### src/rtl/bp_pkg.sv
// Shared branch-prediction helpers: counter constants, PC index extraction
// and the resolved EX-stage result record.
package bp_pkg;

    // Widest counter the BHT is built for.
    localparam int CNTR_BITS_MAX = 4;

    // Weakly-not-taken value: 2^(cbits-1)-1, which is 0 for a 1-bit counter.
    function automatic int cntr_wnt(input int cbits);
        return (1 << (cbits - 1)) - 1;
    endfunction

    // Strongly-taken ceiling of a cbits-wide saturating counter.
    function automatic int cntr_max(input int cbits);
        return (1 << cbits) - 1;
    endfunction

    // Table index: word-aligned PC bits [ibits+1:2]; the caller truncates.
    function automatic logic [63:0] bht_index(input logic [63:0] pc, input int ibits);
        return (pc >> 2) & ((64'd1 << ibits) - 64'd1);
    endfunction

    // Resolved outcome of the EX-stage instruction.
    typedef struct packed {
        logic decision;
        logic mispredict;
        logic train;
    } ex_res_t;

endpackage

### src/rtl/sat_counter.sv
// Next-state function of one saturating up/down counter (combinational).
module sat_counter
    import bp_pkg::*;
#(
    parameter int CNTR_BITS = 2
) (
    input  logic [CNTR_BITS-1:0] cur,
    input  logic                 inc,
    output logic [CNTR_BITS-1:0] nxt
);

    localparam logic [CNTR_BITS-1:0] MAX = CNTR_BITS'(cntr_max(CNTR_BITS));

    // Step toward taken or not-taken, holding at either end.
    always_comb begin
        nxt = cur;
        if (inc) begin
            if (cur != MAX) nxt = cur + CNTR_BITS'(1);
        end else begin
            if (cur != '0) nxt = cur - CNTR_BITS'(1);
        end
    end

endmodule

### src/rtl/branch_predictor_bht.sv
// Direct-mapped BHT of saturating counters: IF-stage prediction, EX-stage
// resolution, table training and saturating performance counters.
module branch_predictor_bht
    import bp_pkg::*;
#(
    parameter int PC_WIDTH   = 32,
    parameter int INDEX_BITS = 6,
    parameter int CNTR_BITS  = 2,
    parameter int STAT_WIDTH = 32
) (
    input  logic                  clk,
    input  logic                  rst,
    input  logic [PC_WIDTH-1:0]   fetch_pc,
    output logic                  pred_taken,
    input  logic                  ex_valid,
    input  logic [PC_WIDTH-1:0]   ex_pc,
    input  logic                  ex_branch,
    input  logic                  ex_jump,
    input  logic                  ex_branch_enable,
    input  logic                  ex_predicted,
    output logic                  decision,
    output logic                  branch_jump_trigger,
    output logic                  mispredict,
    output logic [STAT_WIDTH-1:0] branch_cnt,
    output logic [STAT_WIDTH-1:0] mispredict_cnt
);

    localparam int NUM_ENTRIES = 1 << INDEX_BITS;
    localparam logic [CNTR_BITS-1:0] WNT = CNTR_BITS'(cntr_wnt(CNTR_BITS));

    // Inline flops so the async reset reaches every entry.
    logic [CNTR_BITS-1:0]  bht [NUM_ENTRIES];
    logic [INDEX_BITS-1:0] fetch_idx;
    logic [INDEX_BITS-1:0] ex_idx;
    logic [CNTR_BITS-1:0]  ex_cur;
    logic [CNTR_BITS-1:0]  ex_nxt;
    ex_res_t               res;

    assign fetch_idx = INDEX_BITS'(bht_index(64'(fetch_pc), INDEX_BITS));
    assign ex_idx    = INDEX_BITS'(bht_index(64'(ex_pc), INDEX_BITS));

    // Zero-latency read; a same-cycle write to this entry shows up next cycle.
    assign pred_taken = bht[fetch_idx][CNTR_BITS-1];
    assign ex_cur     = bht[ex_idx];

    // Resolve the EX instruction; a jump wins over a branch and never trains.
    always_comb begin
        res.decision   = ex_valid & ((ex_branch & ex_branch_enable) | ex_jump);
        res.mispredict = ex_valid & (ex_predicted != res.decision);
        res.train      = ex_valid & ex_branch & ~ex_jump;
    end

    assign decision            = res.decision;
    assign branch_jump_trigger = res.decision;
    assign mispredict          = res.mispredict;

    sat_counter #(
        .CNTR_BITS (CNTR_BITS)
    ) u_sat_counter (
        .cur (ex_cur),
        .inc (ex_branch_enable),
        .nxt (ex_nxt)
    );

    // Table: every entry back to weakly-not-taken on reset, else train one entry.
    always_ff @(posedge clk or posedge rst) begin
        if (rst) begin
            for (int i = 0; i < NUM_ENTRIES; i++) bht[i] <= WNT;
        end else if (res.train) begin
            bht[ex_idx] <= ex_nxt;
        end
    end

    // Performance counters, sticky at all-ones.
    always_ff @(posedge clk or posedge rst) begin
        if (rst) begin
            branch_cnt     <= '0;
            mispredict_cnt <= '0;
        end else begin
            if (res.train && branch_cnt != '1)
                branch_cnt <= branch_cnt + STAT_WIDTH'(1);
            if (res.mispredict && mispredict_cnt != '1)
                mispredict_cnt <= mispredict_cnt + STAT_WIDTH'(1);
        end
    end

endmodule

### config.mk
export PLATFORM = sky130hd
export DESIGN_NAME = branch_predictor_bht
export DESIGN_NICKNAME = d
export VERILOG_FILES = /design/src/rtl/bp_pkg.sv /design/src/rtl/sat_counter.sv /design/src/rtl/branch_predictor_bht.sv
export SDC_FILE = /design/constraint.sdc
export NUM_CORES = 1
export LEC_CHECK = 0
export BUFFER_PORTS_ARGS = -buffer_cell sky130_fd_sc_hd__buf_2
export CAP_MARGIN = 20
export CELL_PAD_IN_SITES_DETAIL_PLACEMENT = 0
export CELL_PAD_IN_SITES_GLOBAL_PLACEMENT = 2
export CORE_UTILIZATION = 33
export CTS_CLUSTER_SIZE = 25
export DETAILED_ROUTE_END_ITERATION = 12
export PLACE_DENSITY = 0.84
export REMOVE_ABC_BUFFERS = 1
export SETUP_SLACK_MARGIN = 0.02
export SLEW_MARGIN = 20
export SYNTH_ARGS = -nofsm -noshare
export SYNTH_HDL_FRONTEND = slang
export SYNTH_SLANG_ARGS = --single-unit
### constraint.sdc
create_clock -name clk -period 6 [get_ports clk]
set_input_delay 0.9 -clock clk [delete_from_list [all_inputs] [get_ports clk]]
set_output_delay 0.9 -clock clk [all_outputs]
set_load 0.005 [all_outputs]
==> summary.md, run 1 <==
| Metric | Value |
|---|---|
| Post-synth cell types | 51 |
| I/O Buffers | 86 |
| Post-CTS resize count | 0 |
| Die ar. | 29200 um2 |
| Async S/R FF share, synth | 100.0% |
| Initial antenna violation count | 1 |
| Final Total Pwr | 2.856 mW |
| Total CTS buffers | 17 |
| Lkg Pwr | 4.508 nW |
| H-tree Lvls | 4 |
| Worst hold path class | flip-flop to flip-flop |
| Final hold viol count | 0 |
| Detailed-route vias per instance | 5.054 |
| Crit Path Max Fanout | 16 |
| Max stage delay on crit path | 0.59 ns |
| Number of synthesized register bits | 192 |
| Total track usage | 18.31% |
| DIE WIDTH | 170.9 um |
| Rows | 61 |
| EDFF count, synth | 0 |
| Mux contribution to synthesized area | 11.72% |
| Worst Tran Pin Value | 1.161 ns |
| CTS root buf | clkbuf_16 |
| Largest net degree at the start of global routing | 147 |
| Synth Area in Simple Gates | 17.29% |
| Cells after synthesis | 911 |
| Core box area | 27930 um2 |
| Final worst setup slack | 1.941 ns |
| Worst-path clk slew | 0.08 ns |
| Placed Cells incl. Taps | 1347 |
| Sink Count | 192 |
| Clock share of power | 40.0% |
| Average wire per standard cell | 17.91 um |
| Layout Cells excl Fill | 1379 |
| M1 wire length | 12220 um |
| Startpoint types | input port |
| Synth warn | 0 |
| Ant. Diodes | 0 |
| Sequential-to-total area share from yosys stat | 51.89% |
| Top delay family on crit path | multiplexers |
| RSZ-0062 raised after global routing | false |
| Hold path cells | 2 |
| Worst Hold Launch | bht[48] |
| DRC | 0 |
| Layout Nets | 1061 |
| Reg power frac | 50.2% |
| DP HPWL | 16450 um |
| I/O pin count | 139 |
| Layout area overhead | 15.21% |
| CP Buf/Inv Count | 2 |
| Tmin final | 4.059 ns |
| Compound-cell area share of the yosys netlist | 10.50% |
| Internal power | 2.091 mW |
| Hold-fix buffers, CTS | 0 |
| Met2 WL | 10860 um |
| Chip height | 170.9 um |
| Reg2Reg Depth | 8 |
| CP max-delay cell | mux4_2 |
| Power per cell area | 263.4 nW/um2 |
| Clock Tree Buf Depth | 2 |
| Hold_ws | 0.4618 ns |
| Reg2reg start | bht[84] |
| Sw Ratio | 26.79% |
| Status | completed |
| Clk_skew | 0.01387 ns |
| Share of cells above drive strength 1 | 25.47% |
| Gate power share | 9.8% |
| CTS tree | yes |
| Post-CTS Setup Bufs | 0 |
| Final Cell Area | 10840 um2 |
| Slew HR | 22.31% |
| Setup violators final | 0 |
| Crit Path Class | input port to output port |
| Total gr overflow | 0 |
| Hold endpoint | bht[48] |
| Avg Inst Size Synth | 10.33 um2 |
| Arrival @ worst endpoint | 3.16 ns |
| Place WS | 1.753 ns |
| Crit-path cells | buf_2, mux4_2, mux4_2, mux4_2, buf_2 |
| Fin. max-slew vios | 0 |
| Setup crit end kind | output port |
| Worst endpoint required time | 5.10 ns |
| Psw | 0.7654 mW |
| Routed WL | 24700 um |
| F_max | 246.4 MHz |
| Worst R2R Setup Slack | 3.30 ns |
| Antenna-violating nets left | 0 |
| Initial DRC Count | 449 |
| Latest clock arrival within the worst-skew pair | 0.44 ns |
| First-pass GRT wire length | 40590 um |
| RD Place Congestion | 0.8040 |
| Largest family of logic cells by synthesized area | simple AND/OR/NAND/NOR gates |
| Cell area after synthesis | 9413 um2 |
| Ys flop type | dfrtp_1 |
| Via count | 6970 |
| Crit share post-route | 67.65% |
| Number of global-route vias before repair | 7086 |
| DR top layer | met5 |
| Synth Area in XOR/XNOR | 5.862% |
| Adder-cell area share of the yosys netlist | 0.2659% |
| DR WL met3 | 1254 um |
| Max Cap Viol | 0 |
| Reg2reg end | bht[25] |
| Cell mode on critical path | mux4_2 |
| Initial Util | 33.70% |
| Area post-placement | 10260 um2 |
| DR pass1 iterations | 5 |
| Peak supply drop | 0.2120 mV |
| Levels on crit path | 5 |
==> power by group through the flow <==
stage                     registers [mW]  logic (mW)  clock network, mW
after floorplan                     1.45       0.153                  0
after global placement              1.45       0.279                  0
after detailed placement            1.46       0.284                  0
after CTS                           1.43       0.283               1.17
after global routing                1.45       0.316               1.23
final                               1.43       0.279               1.14
==> cells in the mapped netlist (2+ instances only) <==
cell       count  area [um2]
o2bb2ai_1      2       17.52
a22o_1         2       17.52
nand3b_1       2       15.01
buf_2         20       100.1
buf_1          5       18.77
nor2_1        22       82.58
nor3_1        12       60.06
dfstp_2       64        1682
xnor2_1       48       420.4
mux4_2        35       788.3
o21ai_0       50       250.2
nor3b_1        6       45.04
dfrtp_1      128        3203
nand3_1       25       125.1
xor2_1        15       131.4
nand4_1       16       100.1
o22ai_1        9       56.30
o21ai_1       88       440.4
mux2_2        12       135.1
and3_1        16       100.1
nor4_1         3       18.77
a31oi_1        3       18.77
inv_1         13       48.80
o31ai_1        2       15.01
mux2i_1       18       180.2
nand4b_1       2       17.52
a221oi_1       2       17.52
or3b_2         2       17.52
a221o_1        5       50.05
and4_1         9       78.83
nand2b_1       3       18.77
ha_1           2       25.02
clkbuf_1      12       45.04
buf_4          2       15.01
and2_1         3       18.77
or2_2          4       25.02
a21oi_1        6       30.03
o21ai_2        2       17.52
nand2_1      229       859.6
==> worst register-to-register path, cell delays in order, from the launching register on <==
cell      delay, ns
dfstp_2        0.37
mux4_2         0.46
mux2_2         0.31
a22o_1         0.24
a211oi_1       0.28
nand4_1        0.20
o21ai_4        0.19
buf_4          0.38
o21ai_0        0.14
==> how the worst max path moves through the flow <==
stage	startpoint	to
finish	fetch_pc[2]	pred_taken
global route	fetch_pc[2]	pred_taken
CTS	fetch_pc[2]	pred_taken
detailed placement	ex_pc[3]	bht[31]
global placement	ex_pc[3]	bht[25]
floorplan	rst	bht[101]
==> cell usage in the layout, fill, tap and decap left out, drive strengths merged, types with 12 or more instances in the layout <==
cell    netlist  final
and3         16     16
buf          27     97
clkbuf       12     21
dfrtp       128    128
dfstp        64     64
inv          14     20
mux2         12     12
mux2i        18     18
mux4         35     35
nand2       229    229
nand3        25     25
nand4        16     16
nor2         22     22
nor3         12     12
o21ai       140    140
xnor2        48     48
xor2         15     15
==> registers in the layout, indices dropped and copies added (netlist names) <==
name / flops
mispredict_cnt: 32
branch_cnt: 32
bht: 128
==> area by class of cell <==
cell class	instances	area [um2]
Clock buffer	21	460.4
Clock inverter	11	116.4
Fill cell	2806	17090
Inverter	14	65.06
Multi-Input combinational cell	666	4332
Sequential cell	192	4885
Tap cell	378	473.0
Timing Repair Buffer	97	513.0
==> stage by stage <==
stage | TNS, ns | util, %
2_1_floorplan | -2.723 | -
3_3_place_gp | 0 | 36.74
3_5_place_dp | 0 | 36.74
4_1_cts | 0 | 38.80
5_1_grt | 0 | 38.82
6_report | 0 | 38.82
==> kinds of logic (layout without fill, tap and decap cells) <==
group	after synthesis	in the layout
xor gates and xnor gates	63	63
and+or+nand+nor	359	359
adders and majority gates	2	2
DFF	192	192
AOI/OAI and AO/OA	177	177
buffers and inverters	53	143
muxes	65	65
==> metal layers <==
layer / vias up / track usage (%)
met5: - / 0
met4: 2 / 5.047
met3: 30 / 4.372
met2: 153 / 27.70
met1: 3409 / 26.07
li1: 3376 / -
Power figures use the tool's default switching activity.
==> run 2: changes to the inputs <==
==> constraint.sdc (replaced) <==
create_clock -name clk -period 3.65 [get_ports clk]
set_input_delay 0.5475 -clock clk [delete_from_list [all_inputs] [get_ports clk]]
set_output_delay 0.5475 -clock clk [all_outputs]
set_load 0.005 [all_outputs]
==> run 2 against run 1 <==
Routed wire length increased by 1.6%. Combinational power rose by 74%. Non-clock buffer count is 27 higher. Total power increased by 65%. Core utilization rose by 0.95 points. Die area unchanged. First-iteration DRC count increased by 27%. Final cell count grew 2.0%. Clock skew up 0.0012 ns. Critical path depth rose by 1. Clock power rose by 63%. Hold slack worse by 0.21 ns.
==> summary.md, run 2 (synthesized netlist as in run 1, its figures left out) <==
| Metric | Value |
|---|---|
| Initial Util | 33.70% |
| Fin. max-slew vios | 0 |
| Hold-fix buffers, CTS | 0 |
| I/O pin count | 139 |
| Routed WL | 25090 um |
| Detailed-route vias per instance | 5.082 |
| RSZ-0062 raised after global routing | false |
| Lkg Pwr | 4.684 nW |
| Sink Count | 192 |
| Largest regs | bht: 128 flops, branch_cnt: 32 flops, mispredict_cnt: 32 flops |
| Largest register FFs | 128 |
| Antenna-violating nets left | 0 |
| Reg2reg end | bht[47] |
| Multi-input logic area | 4312 um2 |
| Crit share post-route | 84.73% |
| Largest net degree at the start of global routing | 105 |
| I/O Buffers | 86 |
| Peak supply drop | 0.2910 mV |
| Reg power frac | 50.1% |
| Layout area overhead | 18.02% |
| Latest clock arrival within the worst-skew pair | 0.44 ns |
| Status | completed |
| RD Place Congestion | 0.8537 |
| Worst Tran Pin Value | 0.7788 ns |
| Worst-path clk slew | 0.07 ns |
| Max Cap Viol | 0 |
| Worst endpoint required time | 3.10 ns |
| CTS root buf | clkbuf_16 |
| First-pass GRT wire length | 41060 um |
| Die ar. | 29200 um2 |
| Number of global-route vias before repair | 7305 |
| Reg2reg start | bht[84] |
| Slew HR | 47.68% |
| Reg2Reg Depth | 8 |
| DRC | 0 |
| Worst R2R Setup Slack | 1.04 ns |
| Final hold viol count | 0 |
| Initial DRC Count | 569 |
| Setup violators final | 0 |
| Largest reg by FF count | bht |
| Gate power share | 10.3% |
| Initial antenna violation count | 0 |
| Clk_skew | 0.01508 ns |
| DIE WIDTH | 170.9 um |
| F_max | 323.3 MHz |
| Startpoint types | input port |
| Core box area | 27930 um2 |
| Layout Nets | 1088 |
| Sw Ratio | 28.01% |
| Via count | 7145 |
| DR pass1 iterations | 6 |
| Power per cell area | 423.3 nW/um2 |
| Share of cells above drive strength 1 | 27.14% |
| Clock share of power | 39.6% |
| Psw | 1.317 mW |
| Tmin final | 3.093 ns |
| Chip height | 170.9 um |
| Total CTS buffers | 17 |
| H-tree Lvls | 4 |
| Fin Setup TNS | 0 ns |
| Fill count | 2833 |
| Crit Path Max Fanout | 16 |
| Total track usage | 18.39% |
| Worst hold path class | input port to asynchronous set/reset pin |
| Post-CTS Setup Bufs | 0 |
| Internal power | 3.385 mW |
| Most common cell after layout, fill and taps aside | nand2_1 |
| Clock Tree Buf Depth | 2 |
| Ant. Diodes | 0 |
| Average wire per standard cell | 17.84 um |
| FF/Latch Area | 4885 um2 |
| Most frequent cells in the layout | nand2_1 (229), dfrtp_1 (128), o21ai_1 (88) |
| Setup crit end kind | output port |
| Crit Path Class | input port to output port |
| Total gr overflow | 0 |
| Rows | 61 |
| DP HPWL | 17480 um |
| Arrival @ worst endpoint | 2.55 ns |
| CTS tree | yes |
| Final Total Pwr | 4.703 mW |
| Post-CTS resize count | 0 |
[run 2: cell types whose count changed in the layout (fill, tap and decap cells not counted), moves of 2 or more]
cell,before,now
nor3_1,8,12
nor3_2,4,0
clkbuf_8,2,0
inv_8,2,4
clkinvlp_4,2,0
clkinv_8,1,4
buf_4,11,32
buf_12,0,6
[run 2: power by group through the flow]
stage          clock (mW)  combinational, mW  sequential, mW
6_report             1.86              0.486            2.36
5_1_grt              2.00              0.537            2.37
4_1_cts              1.92              0.490            2.36
3_5_place_dp            0              0.488            2.39
3_3_place_gp            0              0.485            2.39
2_1_floorplan           0              0.252            2.38
[run 2: how the worst max path moves through the flow]
| stage | start | endpoint | slack (ns) | cells after the start |
|---|---|---|---|---|
| finish | fetch_pc[2] | pred_taken | 0.56 | 6 |
| global route | fetch_pc[2] | pred_taken | 0.54 | 6 |
| CTS | fetch_pc[2] | pred_taken | 0.57 | 6 |
| detailed placement | ex_pc[4] | bht[39] | 0.30 | 10 |
| global placement | ex_pc[4] | bht[8] | 0.33 | 10 |
| floorplan | rst | bht[101] | -2.02 | 1 |
[run 2: metrics by stage]
stage          util, %  area (um2)  hold slack [ns]  setup slack (ns)  cells
2_1_floorplan        -        9234           0.4416            -2.019    872
3_3_place_gp     37.66       10520           0.4478            0.3343   1374
3_5_place_dp     37.66       10520           0.4540            0.3023   1374
4_1_cts          39.77       11110           0.2727            0.5674   1406
5_1_grt          39.77       11110           0.2972            0.5444   1406
6_report         39.77       11110           0.2478            0.5572   1406
[run 2: routing by layer]
layer	up-vias	share of wire [%]	track usage, %
met5	-	0	0
met3	27	4.9	3.447
met1	3485	48	25.95
met4	0	1.4	4.775
li1	3447	-	-
met2	186	46	28.94
[run 2: worst max-delay path: stages]
cell and delay [ns]:
buf_2 0.10, buf_12 0.18, mux4_2 0.56, mux4_2 0.53, mux4_2 0.46, buf_2 0.14
[run 2: final cells by class]
cell class	instances	share of cell area (%)
Inverter	14	0.5406
Clock buffer	18	3.863
Clock inverter	14	1.442
Sequential cell	192	43.97
Timing Repair Buffer	124	7.118
Tap cell	378	4.257
Multi-Input combinational cell	666	38.81
